**src/rtl/rom_loader_pkg.sv**
```systemverilog
// rtl/rom_loader_pkg.sv - shared states and constants for the ROM loader
package rom_loader_pkg;

    // Frame start marker used when the instantiating design does not override it
    localparam logic [7:0] SYNC_BYTE_DEFAULT = 8'hA5;

    // Width of the word-count field carried by LEN_HI/LEN_LO
    localparam int LEN_WIDTH = 16;

    // Width of one serial byte
    localparam int BYTE_WIDTH = 8;

    typedef enum logic [2:0] {
        IDLE   = 3'd0,
        LEN_HI = 3'd1,
        LEN_LO = 3'd2,
        DATA   = 3'd3,
        WRITE  = 3'd4,
        CHECK  = 3'd5,
        DONE   = 3'd6
    } state_t;

endpackage

```
**src/rtl/rom_loader_if.sv**
```systemverilog
// rtl/rom_loader_if.sv - byte-stream input and ROM write port bundle
interface rom_loader_if #(
    parameter int DATA_WIDTH    = 32,
    parameter int ADDRESS_WIDTH = 12
) ();

    logic [7:0]               rx_data;
    logic                     rx_valid;
    logic                     rx_ready;
    logic [ADDRESS_WIDTH-1:0] writeAddr;
    logic [DATA_WIDTH-1:0]    dataIn;
    logic                     wEn;
    logic                     loading;
    logic                     done;
    logic                     err;

    // Loader side: consumes bytes, drives the ROM port and status
    modport master (
        input  rx_data,
        input  rx_valid,
        output rx_ready,
        output writeAddr,
        output dataIn,
        output wEn,
        output loading,
        output done,
        output err
    );

    // Environment side: serial receiver plus ROM and CPU reset logic
    modport slave (
        output rx_data,
        output rx_valid,
        input  rx_ready,
        input  writeAddr,
        input  dataIn,
        input  wEn,
        input  loading,
        input  done,
        input  err
    );

endinterface

```
**src/rtl/rom_loader_word_assembler.sv**
```systemverilog
// rtl/rom_loader_word_assembler.sv - MSB-first byte-to-word shift register
module word_assembler
    import rom_loader_pkg::*;
#(
    parameter int DATA_WIDTH = 32
) (
    input  logic                  clk,
    input  logic                  reset,
    input  logic                  clear_i,
    input  logic                  byte_valid_i,
    input  logic [7:0]            byte_data_i,
    output logic [DATA_WIDTH-1:0] word_o,
    output logic                  last_o
);

    localparam int BYTES = DATA_WIDTH / BYTE_WIDTH;
    localparam int IDX_W = (BYTES > 1) ? $clog2(BYTES) : 1;

    logic [DATA_WIDTH-1:0] shift_q, shift_d;
    logic [IDX_W-1:0]      idx_q, idx_d;

    // Word as it stands once the incoming byte is appended, so the caller
    // can capture a complete word in the same cycle as the last byte
    assign word_o = (shift_q << BYTE_WIDTH) | DATA_WIDTH'(byte_data_i);
    assign last_o = byte_valid_i && (idx_q == IDX_W'(BYTES - 1));

    // Next shift contents and byte position; clear realigns to a word boundary
    always_comb begin
        shift_d = shift_q;
        idx_d   = idx_q;
        if (clear_i) begin
            shift_d = '0;
            idx_d   = '0;
        end else if (byte_valid_i) begin
            shift_d = word_o;
            idx_d   = last_o ? '0 : idx_q + IDX_W'(1);
        end
    end

    // Shift register and byte index storage
    always_ff @(posedge clk or posedge reset) begin
        if (reset) begin
            shift_q <= '0;
            idx_q   <= '0;
        end else begin
            shift_q <= shift_d;
            idx_q   <= idx_d;
        end
    end

endmodule

```
**src/rtl/rom_loader.sv**
```systemverilog
// rtl/rom_loader.sv - framed byte-stream ROM writer; trailing checksum byte enabled by ROM_LOADER_CHECKSUM_EN
module rom_loader
    import rom_loader_pkg::*;
#(
    parameter int         DATA_WIDTH    = 32,
    parameter int         ADDRESS_WIDTH = 12,
    parameter int         DEPTH         = 4096,
    parameter logic [7:0] SYNC_BYTE     = SYNC_BYTE_DEFAULT
) (
    input  logic         clk,
    input  logic         reset,
    rom_loader_if.master bus
);

    state_t                   state_q, state_d;
    logic [ADDRESS_WIDTH-1:0] addr_q, addr_d;
    logic [DATA_WIDTH-1:0]    data_q, data_d;
    logic [LEN_WIDTH:0]       remain_q, remain_d;
    logic [7:0]               len_hi_q, len_hi_d;
    logic                     done_q, done_d;
    logic                     err_q, err_d;
`ifdef ROM_LOADER_CHECKSUM_EN
    logic [7:0]               csum_q, csum_d;
`endif

    logic                     rx_ready;
    logic                     accept;
    logic                     asm_valid;
    logic                     asm_clear;
    logic [DATA_WIDTH-1:0]    asm_word;
    logic                     asm_last;
    logic [LEN_WIDTH-1:0]     len_n;

    assign rx_ready  = (state_q != WRITE);
    assign accept    = bus.rx_valid && rx_ready;
    assign len_n     = {len_hi_q, bus.rx_data};
    assign asm_valid = accept && (state_q == DATA);
    // Outside DATA the assembler is held at a word boundary, so every frame
    // and every word after a write starts from byte 0
    assign asm_clear = (state_q != DATA);

    word_assembler #(
        .DATA_WIDTH (DATA_WIDTH)
    ) u_word_assembler (
        .clk          (clk),
        .reset        (reset),
        .clear_i      (asm_clear),
        .byte_valid_i (asm_valid),
        .byte_data_i  (bus.rx_data),
        .word_o       (asm_word),
        .last_o       (asm_last)
    );

    // Frame parser: next state, counters, captured word and sticky flags
    always_comb begin
        state_d  = state_q;
        addr_d   = addr_q;
        data_d   = data_q;
        remain_d = remain_q;
        len_hi_d = len_hi_q;
        done_d   = done_q;
        err_d    = err_q;
`ifdef ROM_LOADER_CHECKSUM_EN
        csum_d   = csum_q;
`endif
        case (state_q)
            IDLE: begin
                if (accept && (bus.rx_data == SYNC_BYTE)) begin
                    state_d = LEN_HI;
                    done_d  = 1'b0;
                    err_d   = 1'b0;
`ifdef ROM_LOADER_CHECKSUM_EN
                    csum_d  = '0;
`endif
                end
            end
            LEN_HI: begin
                if (accept) begin
                    len_hi_d = bus.rx_data;
                    state_d  = LEN_LO;
`ifdef ROM_LOADER_CHECKSUM_EN
                    csum_d   = csum_q ^ bus.rx_data;
`endif
                end
            end
            LEN_LO: begin
                if (accept) begin
                    addr_d   = '0;
                    remain_d = {1'b0, len_n};
`ifdef ROM_LOADER_CHECKSUM_EN
                    csum_d   = csum_q ^ bus.rx_data;
`endif
                    if (len_n == '0) begin
`ifdef ROM_LOADER_CHECKSUM_EN
                        state_d = CHECK;
`else
                        state_d = DONE;
`endif
                    end else if ({1'b0, len_n} > (LEN_WIDTH + 1)'(DEPTH)) begin
                        // Oversized frame is rejected before any write
                        state_d = IDLE;
                        err_d   = 1'b1;
                    end else begin
                        state_d = DATA;
                    end
                end
            end
            DATA: begin
                if (accept) begin
`ifdef ROM_LOADER_CHECKSUM_EN
                    csum_d = csum_q ^ bus.rx_data;
`endif
                    if (asm_last) begin
                        data_d  = asm_word;
                        state_d = WRITE;
                    end
                end
            end
            WRITE: begin
                remain_d = remain_q - (LEN_WIDTH + 1)'(1);
                if (remain_q == (LEN_WIDTH + 1)'(1)) begin
`ifdef ROM_LOADER_CHECKSUM_EN
                    state_d = CHECK;
`else
                    state_d = DONE;
`endif
                end else begin
                    addr_d  = addr_q + ADDRESS_WIDTH'(1);
                    state_d = DATA;
                end
            end
            CHECK: begin
`ifdef ROM_LOADER_CHECKSUM_EN
                if (accept) begin
                    if (bus.rx_data == csum_q) begin
                        state_d = DONE;
                    end else begin
                        state_d = IDLE;
                        err_d   = 1'b1;
                    end
                end
`else
                state_d = IDLE;
`endif
            end
            DONE: begin
                state_d = IDLE;
            end
            default: begin
                state_d = IDLE;
            end
        endcase
        // done rises on the same edge loading falls, i.e. when DONE is entered
        if ((state_d == DONE) && (state_q != DONE)) begin
            done_d = 1'b1;
        end
    end

    // Parser registers; reset mid-frame abandons the frame without writing
    always_ff @(posedge clk or posedge reset) begin
        if (reset) begin
            state_q  <= IDLE;
            addr_q   <= '0;
            data_q   <= '0;
            remain_q <= '0;
            len_hi_q <= '0;
            done_q   <= 1'b0;
            err_q    <= 1'b0;
`ifdef ROM_LOADER_CHECKSUM_EN
            csum_q   <= '0;
`endif
        end else begin
            state_q  <= state_d;
            addr_q   <= addr_d;
            data_q   <= data_d;
            remain_q <= remain_d;
            len_hi_q <= len_hi_d;
            done_q   <= done_d;
            err_q    <= err_d;
`ifdef ROM_LOADER_CHECKSUM_EN
            csum_q   <= csum_d;
`endif
        end
    end

    assign bus.rx_ready  = rx_ready;
    assign bus.wEn       = (state_q == WRITE);
    assign bus.writeAddr = addr_q;
    assign bus.dataIn    = data_q;
    assign bus.loading   = (state_q == LEN_HI) || (state_q == LEN_LO) ||
                           (state_q == DATA)   || (state_q == WRITE)  ||
                           (state_q == CHECK);
    assign bus.done      = done_q;
    assign bus.err       = err_q;

endmodule

```
**src/flat_wrapper.sv**
```systemverilog
// flat-port wrapper written by rule: the top's interface ports become plain ports
module rom_loader_flat import rom_loader_pkg::*;
#(
    parameter int         DATA_WIDTH    = 32,
    parameter int         ADDRESS_WIDTH = 12,
    parameter int         DEPTH         = 4096,
    parameter logic [7:0] SYNC_BYTE     = SYNC_BYTE_DEFAULT
)
  (clk, reset, bus_rx_data, bus_rx_valid, bus_rx_ready, bus_writeAddr, bus_dataIn, bus_wEn, bus_loading, bus_done, bus_err);
  rom_loader_if #(.DATA_WIDTH(DATA_WIDTH), .ADDRESS_WIDTH(ADDRESS_WIDTH)) bus_i ();
  input  logic clk;
  input  logic reset;
  input wire logic [$bits(bus_i.rx_data)-1:0] bus_rx_data;
  input wire logic [$bits(bus_i.rx_valid)-1:0] bus_rx_valid;
  output wire logic [$bits(bus_i.rx_ready)-1:0] bus_rx_ready;
  output wire logic [$bits(bus_i.writeAddr)-1:0] bus_writeAddr;
  output wire logic [$bits(bus_i.dataIn)-1:0] bus_dataIn;
  output wire logic [$bits(bus_i.wEn)-1:0] bus_wEn;
  output wire logic [$bits(bus_i.loading)-1:0] bus_loading;
  output wire logic [$bits(bus_i.done)-1:0] bus_done;
  output wire logic [$bits(bus_i.err)-1:0] bus_err;
  assign bus_i.rx_data = bus_rx_data;
  assign bus_i.rx_valid = bus_rx_valid;
  assign bus_rx_ready = bus_i.rx_ready;
  assign bus_writeAddr = bus_i.writeAddr;
  assign bus_dataIn = bus_i.dataIn;
  assign bus_wEn = bus_i.wEn;
  assign bus_loading = bus_i.loading;
  assign bus_done = bus_i.done;
  assign bus_err = bus_i.err;
  rom_loader #(.DATA_WIDTH(DATA_WIDTH), .ADDRESS_WIDTH(ADDRESS_WIDTH), .DEPTH(DEPTH), .SYNC_BYTE(SYNC_BYTE)) u_core (.clk(clk), .reset(reset), .bus(bus_i));
endmodule
```
**config.mk**
```make
export PLATFORM = sky130hd
export DESIGN_NAME = rom_loader_flat
export DESIGN_NICKNAME = d
export VERILOG_FILES = /design/src/rtl/rom_loader_pkg.sv /design/src/rtl/rom_loader_if.sv /design/src/rtl/rom_loader_word_assembler.sv /design/src/rtl/rom_loader.sv /design/src/flat_wrapper.sv
export SDC_FILE = /design/constraint.sdc
export NUM_CORES = 1
export LEC_CHECK = 0
export ABC_AREA = 1
export ABC_CLOCK_PERIOD_IN_PS = 4300
export CORE_MARGIN = 4
export CORE_UTILIZATION = 63
export DETAILED_ROUTE_END_ITERATION = 7
export DONT_BUFFER_PORTS = 1
export PLACE_DENSITY_LB_ADDON = 0.3
export SLEW_MARGIN = 20
export SYNTH_ARGS = -nofsm -noshare
export SYNTH_HDL_FRONTEND = slang
export SYNTH_SLANG_ARGS = --single-unit
```
**constraint.sdc**
```tcl
create_clock -name clk -period 4.3 [get_ports clk]
set_input_delay 1.075 -clock clk [delete_from_list [all_inputs] [get_ports clk]]
set_output_delay 1.075 -clock clk [all_outputs]
set_load 0.05 [all_outputs]
```
=== Word level (Yosys, flattened, before mapping) ===
Cells that the tools add are included.

* Add/sub/neg operators: 3
* Magnitude comparators: 1
* Equal/unequal tests: 17
* Muxes and demuxes: 26
* Bitwise gates (word level): 1
* Reductions and logical operators: 22

{| class="wikitable"
|+ Operators with widths
! operator !! count
|-
| $mux W24 || 2
|-
| $pmux W17 S2 || 1
|-
| $or A32 B8 Y32 || 1
|-
| $mux W12 || 2
|-
| $pmux W12 S2 || 1
|-
| $mux W3 || 7
|-
| $eq A17 B1 Y1 const B || 1
|-
| $mux W17 || 1
|-
| $sub A17 B1 Y17 const B || 1
|-
| $gt A16 B13 Y1 const B || 1
|-
| $logic_not A16 Y1 || 1
|-
| $pmux W3 S5 || 1
|-
| $add A12 B1 Y12 const B || 1
|-
| $reduce_bool A2 Y1 || 5
|-
| $eq A3 B3 Y1 const B || 3
|-
| $eq A8 B8 Y1 const B || 1
|-
| $mux W2 || 4
|-
| $eq A3 B2 Y1 const B || 2
|-
| $mux W1 || 6
|-
| $ne A2 B1 Y1 const B || 3
|-
| $ne A3 B3 Y1 const B || 2
|-
| $reduce_and A2 Y1 || 3
|-
| $reduce_and A3 Y1 || 2
|-
| $logic_and A1 B1 Y1 || 5
|-
| 9 further kinds || 13
|}

* Register bits: 100
* Input bits: 11
* Output and inout bits: 49
* Word-level logic and storage cells: 79

=== Longest topological paths before layout ===
Gate-level depths: netlist of the first run.

* Depth after elaboration: 11
* Depth in mapped cells: 12
* Gate-level depth less buffers: 12

=== Modules after synthesis ===
From an unflattened synthesis of the first run, not the netlist that was laid out.

* Cells, all modules: 566
* Area, all modules: 5185.0 µm²

{| class="wikitable"
|+ Modules (own cells, without submodules)
! module !! instances !! cells an instance !! area an instance (µm²) !! sequential area each (µm²)
|-
| rom_loader || 1 || 440 || 3916.3 || 1851.8
|-
| word_assembler || 1 || 126 || 1268.7 || 650.6
|}

=== Worst setup path after synthesis of the first run ===
No wires, ideal clock.

* Path kind: register to output
* Start point: reg u_core.state_q[1]
* End point: out bus_loading
* Data arrival time: 1.366 ns
* Data required time: 3.225 ns
* Setup slack: 1.859 ns
* Stages on the path, launching flop included: 5
* Path buffers: 0
* Cell sequence: dfrtp_1 > nor2_2 > inv_1 > nor2_1 > a21oi_1

* Cells in the longest elaborated chain, start to end: 5
* Elaborated cells between the ends (all ways): 9
* Classes of those cells: eq/ne: 5; reduce/logical: 4

{| class="wikitable"
|+ RTL lines
! item !! line !! source
|-
| from (decl) || rom_loader.sv:15 || <nowiki>state_t state_q, state_d;</nowiki>
|-
| from (signal assigned) || rom_loader.sv:173 || <nowiki>state_q <= state_d;</nowiki>
|-
| $eq A3 B1 Y1 or $eq A3 B2 Y1 (tied branches) || rom_loader.sv:190 || <nowiki>assign bus.loading = (state_q == LEN_HI) || (state_q == LEN_LO) ||</nowiki>
|-
| $logic_or A1 B1 Y1 (2 in a row) || rom_loader.sv:190 ||
|-
| $logic_or A1 B1 Y1 || rom_loader.sv:191 || <nowiki>(state_q == DATA) || (state_q == WRITE) ||</nowiki>
|-
| $logic_or A1 B1 Y1 * || rom_loader.sv:191 ||
|-
| to (decl) || flat_wrapper.sv:19 || <nowiki>output wire logic [$bits(bus_i.loading)-1:0] bus_loading;</nowiki>
|}

Mark *: on every way between the ends. The rest lies on a longest branch, timed or not.

=== Final worst setup path of the first run ===
Same ends and word-level chain as after synthesis.

==> impl_metrics.json, run 1 <==
{
  "p_sw_share_pct": 38.50,
  "slowest_delay_ns": 0.87,
  "die_w_um": 95,
  "grt_pass1_wl_um": 17370,
  "num_rows": 31,
  "critPathCaptureType": "output pin",
  "crit_start": "u_core.state_q[1]$_DFF_PP0_",
  "cp_slowest_cell": "a21oi_1",
  "finalInstanceArea_mm2": 0.005015,
  "syn_to_final_growth_pct": 5.169,
  "gr-total-overflow": 0,
  "max_freq_ghz": 0.3365,
  "cpLargestDelayFamily": "compound AO/OA/AOI/OAI gates",
  "rsz0062_at_grt": "false",
  "clockPowerShare_pct": 25.0,
  "synth_top_area_cell": "dfrtp_1",
  "relSlewSlack_pct": 25.96,
  "crit_chain": "nor2_2, inv_1, nor2_1, a21oi_1",
  "wire_per_inst_um": 16.04,
  "drt_iter0_drc": 203,
  "antenna_cells": 0,
  "grt_max_degree": 70,
  "nets": 558,
  "min_path_type": "register to register",
  "tightest_slew_ns": 1.114,
  "via_per_inst": 5.813,
  "yosysMostFrequentCell": "nand2_1",
  "cp.depth": 4,
  "path_buf_inv": 1,
  "cp_max_fo": 6,
  "ir_drop_uv": 340.4,
  "h-tree-depth": 3,
  "period_needed_ns": 2.972,
  "r2r_cells": 9,
  "p_sw_mw": 1.020,
  "status": "complete, no violations",
  "syn_area_mm2": 0.004768,
  "cts_num_sinks": 100,
  "holdBufCountCts": 0,
  "synthFlopType": "dfrtp_1",
  "netlist_top_cells_area": "dfrtp_1 (52%), nand2_1 (10%), inv_1 (4.8%)",
  "clkLatencyLatePin_ns": 0.36,
  "hold_path.startpoint": "u_core.u_word_assembler.idx_q[0]$_DFFE_PP0P_",
  "power_leakage_nw": 2.243,
  "critPathKind": "register to output pin",
  "dp_hpwl_um": 7231,
  "hold_depth": 1,
  "dr.pass1.iters": 5,
  "track_usage_pct": 24.73,
  "numPortBuffers": 0,
  "wirelength_um": 10360,
  "synthDistinctLibCells": 32,
  "avgSynthCellArea_um2": 8.733,
  "dieArea_mm2": 0.009025,
  "synth-edff-count": 0,
  "finalSetupViolCount": 0,
  "pwr-share-seq_pct": 51.4,
  "internal-power_mw": 1.629,
  "yosysTopAreaCellShare_pct": 52.48,
  "powerDensity_mw_per_mm2": 528.3,
  "io_pins": 60,
  "root_buffer": "clkbuf_8",
  "ys_ff_latch": 100,
  "ctsResizeCount": 0,
  "drive_above_1_share_pct": 12.07,
  "die_h_um": 95,
  "synth_warnings": 0,
  "synth_common_cells": "nand2_1 (130), dfrtp_1 (100), inv_1 (61)",
  "hold_violations": 0,
  "placed_area_mm2": 0.004795,
  "path_clk_slew_ns": 0.09,
  "async_reset_ff_share_pct": 100.0,
  "synth-seq-area-share_pct": 52.48,
  "cp-start-kind": "register",
  "clock-skew-final_ns": 0.009545,
  "syn_inst": 546,
  "drtAntennaViolNets": 0,
  "tritoncts": "yes",
  "regToRegStartpoint": "u_core.state_q[1]$_DFF_PP0_",
  "period_share_pct": 69.11,
  "core_mm2": 0.007292,
  "drc": 0,
  "slew_viol_final": 0,
  "cts_buffers": 9,
  "postSynthNetCount": 561,
  "routed-via-count": 3755,
  "initial_utilization_pct": 65.39,
  "grt_pass1_vias": 3533,
  "timing.max_cap.violations": 0,
  "tns_ns": 0,
  "gp_congestion": 0.8538,
  "worstPathRequired_ns": 3.22,
  "post_cts_buffers": 0,
  "pwr-share-comb_pct": 23.6,
  "grt_antenna_before_repair": 0,
  "ctsLongestPathBuffers": 2,
  "arrival_ns": 1.90
}
## placed cells by master, fill, tap and decap left out, types with 6 or more instances in the layout
cell	count
o21ai_1	14
nand4_1	8
clkbuf_8	9
inv_2	6
o22ai_1	24
inv_1	60
nand3_1	40
nor2_2	7
nand2_1	129
o21bai_1	6
dfrtp_1	100
nor2_1	50
o21ai_2	22
o221ai_1	7
o21ai_0	16
## through the flow
step	util, %	std cells	hold slack, ns	power [mW]	setup slack (ns)
2_1_floorplan	-	546	0.4590	1.845	0.6062
3_3_place_gp	65.75	631	0.4795	1.961	1.759
3_5_place_dp	65.75	631	0.4932	1.993	1.723
4_1_cts	68.77	646	0.5081	2.651	1.328
5_1_grt	68.77	646	0.5371	2.821	1.231
6_report	68.77	646	0.5114	2.649	1.328
## routing by layer
layer / part of all wire (%) / vias up / GRT usage (%)
met1: 43 / 1822 / 34.99
li1: - / 1797 / -
met2: 49 / 126 / 37.82
met3: 7.2 / 10 / 5.817
met5: 0 / - / 0
met4: 1.2 / 0 / 8.173
## area by class of cell
cell class / instances / area [µm²]
well taps: 99 / 123.9
clock inverters: 6 / 96.34
clock buffers: 9 / 123.9
multi-input cells: 361 / 1886
flip-flops and latches: 100 / 2502
repair buffers: 3 / 22.52
fillers: 602 / 2277
inverters: 68 / 260.3
## final timing paths
kind | endpoint | slack [ns]
setup / recovery | bus_loading | 1.33
hold / removal | u_core.u_word_assembler.idx_q[0]$_DFFE_PP0P_ | 0.51
setup reg to reg | u_core.bus.writeAddr[3]$_DFFE_PP0P_ | 2.03
hold reg to reg | u_core.u_word_assembler.idx_q[0]$_DFFE_PP0P_ | 0.51
max in group asynchronous | u_core.bus.dataIn[20]$_DFFE_PP0P_ | 2.76
min in group asynchronous | u_core.bus.writeAddr[7]$_DFFE_PP0P_ | 0.77
## worst reg2reg max path: cells and delay by family, from the launching register on
family        cells  cell delay (ns)
simple gates      7             1.10
buf+inv           2             0.67
flops             1             0.46
## sequential cells by signal, indices dropped and copies added (netlist names)
register	count
u_core.remain_q	17
u_core.u_word_assembler.shift_q	24
u_core.bus.done	1
u_core.bus.err	1
u_core.state_q	3
u_core.len_hi_q	8
u_core.u_word_assembler.idx_q	2
u_core.bus.dataIn	32
u_core.bus.writeAddr	12
## power by group through the flow
stage | Clock [mW] | Sequential (mW) | Combinational (mW)
floorplan | 0 | 1.33 | 0.516
global placement | 0 | 1.37 | 0.593
detailed placement | 0 | 1.37 | 0.620
CTS | 0.670 | 1.36 | 0.625
global route | 0.716 | 1.38 | 0.722
finish | 0.663 | 1.36 | 0.625
## cell families (layout without fill, tap and decap cells)
family	count (synthesis)	count (layout)	synth area share, %
simple gates	245	245	22.28
compound gates	107	107	15.25
flops	100	100	52.48
buf+inv	85	86	8.029
xor+xnor	5	5	0.9184
fa+ha+maj	4	4	1.050
(Power assumes the default switching activity.)
==> run 2: changes to the inputs <==
- ABC_CLOCK_PERIOD_IN_PS: 4300 -> 2500
- CORE_UTILIZATION: 63 -> 57
- clock period: 4.3 -> 2.5 ns (I/O delays scaled with it)
==> impl_metrics.json, run 2 (synthesized netlist as in run 1, its figures left out) <==
{
  "post_cts_buffers": 0,
  "largest_reg_flops": 32,
  "utilization_pct": 62.12,
  "critPathCaptureType": "output pin",
  "grt_pass1_vias": 3420,
  "initial_utilization_pct": 58.33,
  "syn_to_final_growth_pct": 6.507,
  "routed-via-count": 3707,
  "via_per_inst": 5.634,
  "placed_area_mm2": 0.004878,
  "clockPowerShare_pct": 23.3,
  "grt_pass1_wl_um": 17310,
  "p_sw_mw": 1.820,
  "cts_buffers": 9,
  "slew_viol_final": 0,
  "ctsLongestPathBuffers": 2,
  "status": "complete, no violations",
  "cts_num_sinks": 100,
  "cpLargestDelayFamily": "flip-flops",
  "gp_congestion": 0.8387,
  "layout.cells.most_common_list": "nand2_1 (129), dfrtp_1 (100), inv_1 (60), nor2_1 (50), nand3_1 (40)",
  "clkLatencyLatePin_ns": 0.38,
  "root_buffer": "clkbuf_8",
  "h-tree-depth": 3,
  "rsz0062_at_grt": "false",
  "drt_iter0_drc": 270,
  "finalInstanceArea_mm2": 0.005079,
  "dieArea_mm2": 0.009892,
  "tightest_slew_ns": 0.8464,
  "io_pins": 60,
  "drive_above_1_share_pct": 13.02,
  "timing.max_cap.violations": 0,
  "cp_max_fo": 10,
  "drc": 0,
  "core_mm2": 0.008175,
  "dp_hpwl_um": 7608,
  "power_leakage_nw": 2.277,
  "wire_per_inst_um": 15.98,
  "r2r_cells": 9,
  "dr.pass1.iters": 5,
  "tritoncts": "yes",
  "wirelength_um": 10520,
  "tns_ns": 0,
  "ctsResizeCount": 0,
  "die_w_um": 99.46,
  "numPortBuffers": 0,
  "grt_max_degree": 47,
  "pwr-share-comb_pct": 25.6,
  "internal-power_mw": 2.694,
  "slowest_delay_ns": 0.46,
  "nets": 563,
  "gr-total-overflow": 0,
  "holdBufCountCts": 0,
  "pwr-share-seq_pct": 51.1,
  "track_usage_pct": 22.16,
  "drtAntennaViolNets": 0,
  "finalSetupViolCount": 0,
  "final_common_cell": "nand2_1",
  "min_path_type": "primary input to asynchronous set/reset pin",
  "critPathKind": "register to output pin",
  "cp-start-kind": "register",
  "cp.depth": 3,
  "max_freq_ghz": 0.4437,
  "antenna_cells": 0,
  "path_clk_slew_ns": 0.11,
  "path_buf_inv": 1,
  "num_rows": 33,
  "period_needed_ns": 2.254,
  "powerDensity_mw_per_mm2": 889.0,
  "die_h_um": 99.46,
  "p_sw_share_pct": 40.32,
  "clock-skew-final_ns": 0.01643,
  "crit_chain": "nor2_2, nand2_4, inv_2",
  "relSlewSlack_pct": 43.44,
  "cp_slowest_cell": "dfrtp_1",
  "hold_violations": 0,
  "grt_antenna_before_repair": 0,
  "ir_drop_uv": 564.8,
  "period_share_pct": 90.15,
  "worstPathRequired_ns": 1.88,
  "arrival_ns": 1.63
}
run 2: cell count changes in the layout (fill, tap and decap cells not counted), sizes merged:
cell	change
buf	+5
bufinv	-2
clkbuf	+1
inv	+2
run 2: layer usage:
metal,vias to the layer above,GRT usage [%],routed length (µm)
met5,-,0,0
met1,1768,30.49,4624
met2,119,34.14,4907
met4,0,6.723,144
met3,14,6.662,841
li1,1806,-,-
run 2: path summary, 6_finish.rpt:
check / slack (ns) / to / start
worst max-delay path: 0.25 / bus_wEn / u_core.state_q[1]$_DFF_PP0_
worst min-delay path: 0.21 / u_core.bus.dataIn[1]$_DFFE_PP0P_ / reset
worst max register to register: 0.51 / u_core.bus.writeAddr[2]$_DFFE_PP0P_ / u_core.state_q[1]$_DFF_PP0_
worst min register to register: 0.50 / u_core.u_word_assembler.idx_q[0]$_DFFE_PP0P_ / u_core.u_word_assembler.idx_q[0]$_DFFE_PP0P_
max in group asynchronous: 1.65 / u_core.bus.writeAddr[5]$_DFFE_PP0P_ / reset
min in group clk: 0.40 / u_core.remain_q[0]$_DFFE_PP0P_ / bus_rx_data[0]
run 2: layout make-up:
cell class	count	area, µm²
inverters	68	261.5
clock inverters	6	62.56
clock buffers	10	137.6
well taps	105	131.4
multi-input cells	361	1886
fillers	691	3097
repair buffers	8	97.59
flip-flops and latches	100	2502
run 2: power by group through the flow:
stage	clock [mW]	sequential, mW	combinational (mW)
6_report	1.05	2.31	1.15
2_1_floorplan	0	2.29	0.889
5_1_grt	1.14	2.35	1.31
3_5_place_dp	0	2.33	1.15
4_1_cts	1.07	2.30	1.15
3_3_place_gp	0	2.31	1.11
run 2: per-stage QoR:
| step | hold slack (ns) | cells | setup WS (ns) | total power, mW |
|---|---|---|---|---|
| after detailed placement | 0.4882 | 642 | 0.5163 | 3.478 |
| final | 0.2097 | 658 | 0.2462 | 4.515 |
| after global routing | 0.2543 | 658 | 0.1016 | 4.795 |
| after floorplan | 0.4590 | 546 | 0.5094 | 3.174 |
| after global placement | 0.4789 | 642 | 0.6304 | 3.421 |
| after CTS | 0.2283 | 658 | 0.2301 | 4.519 |
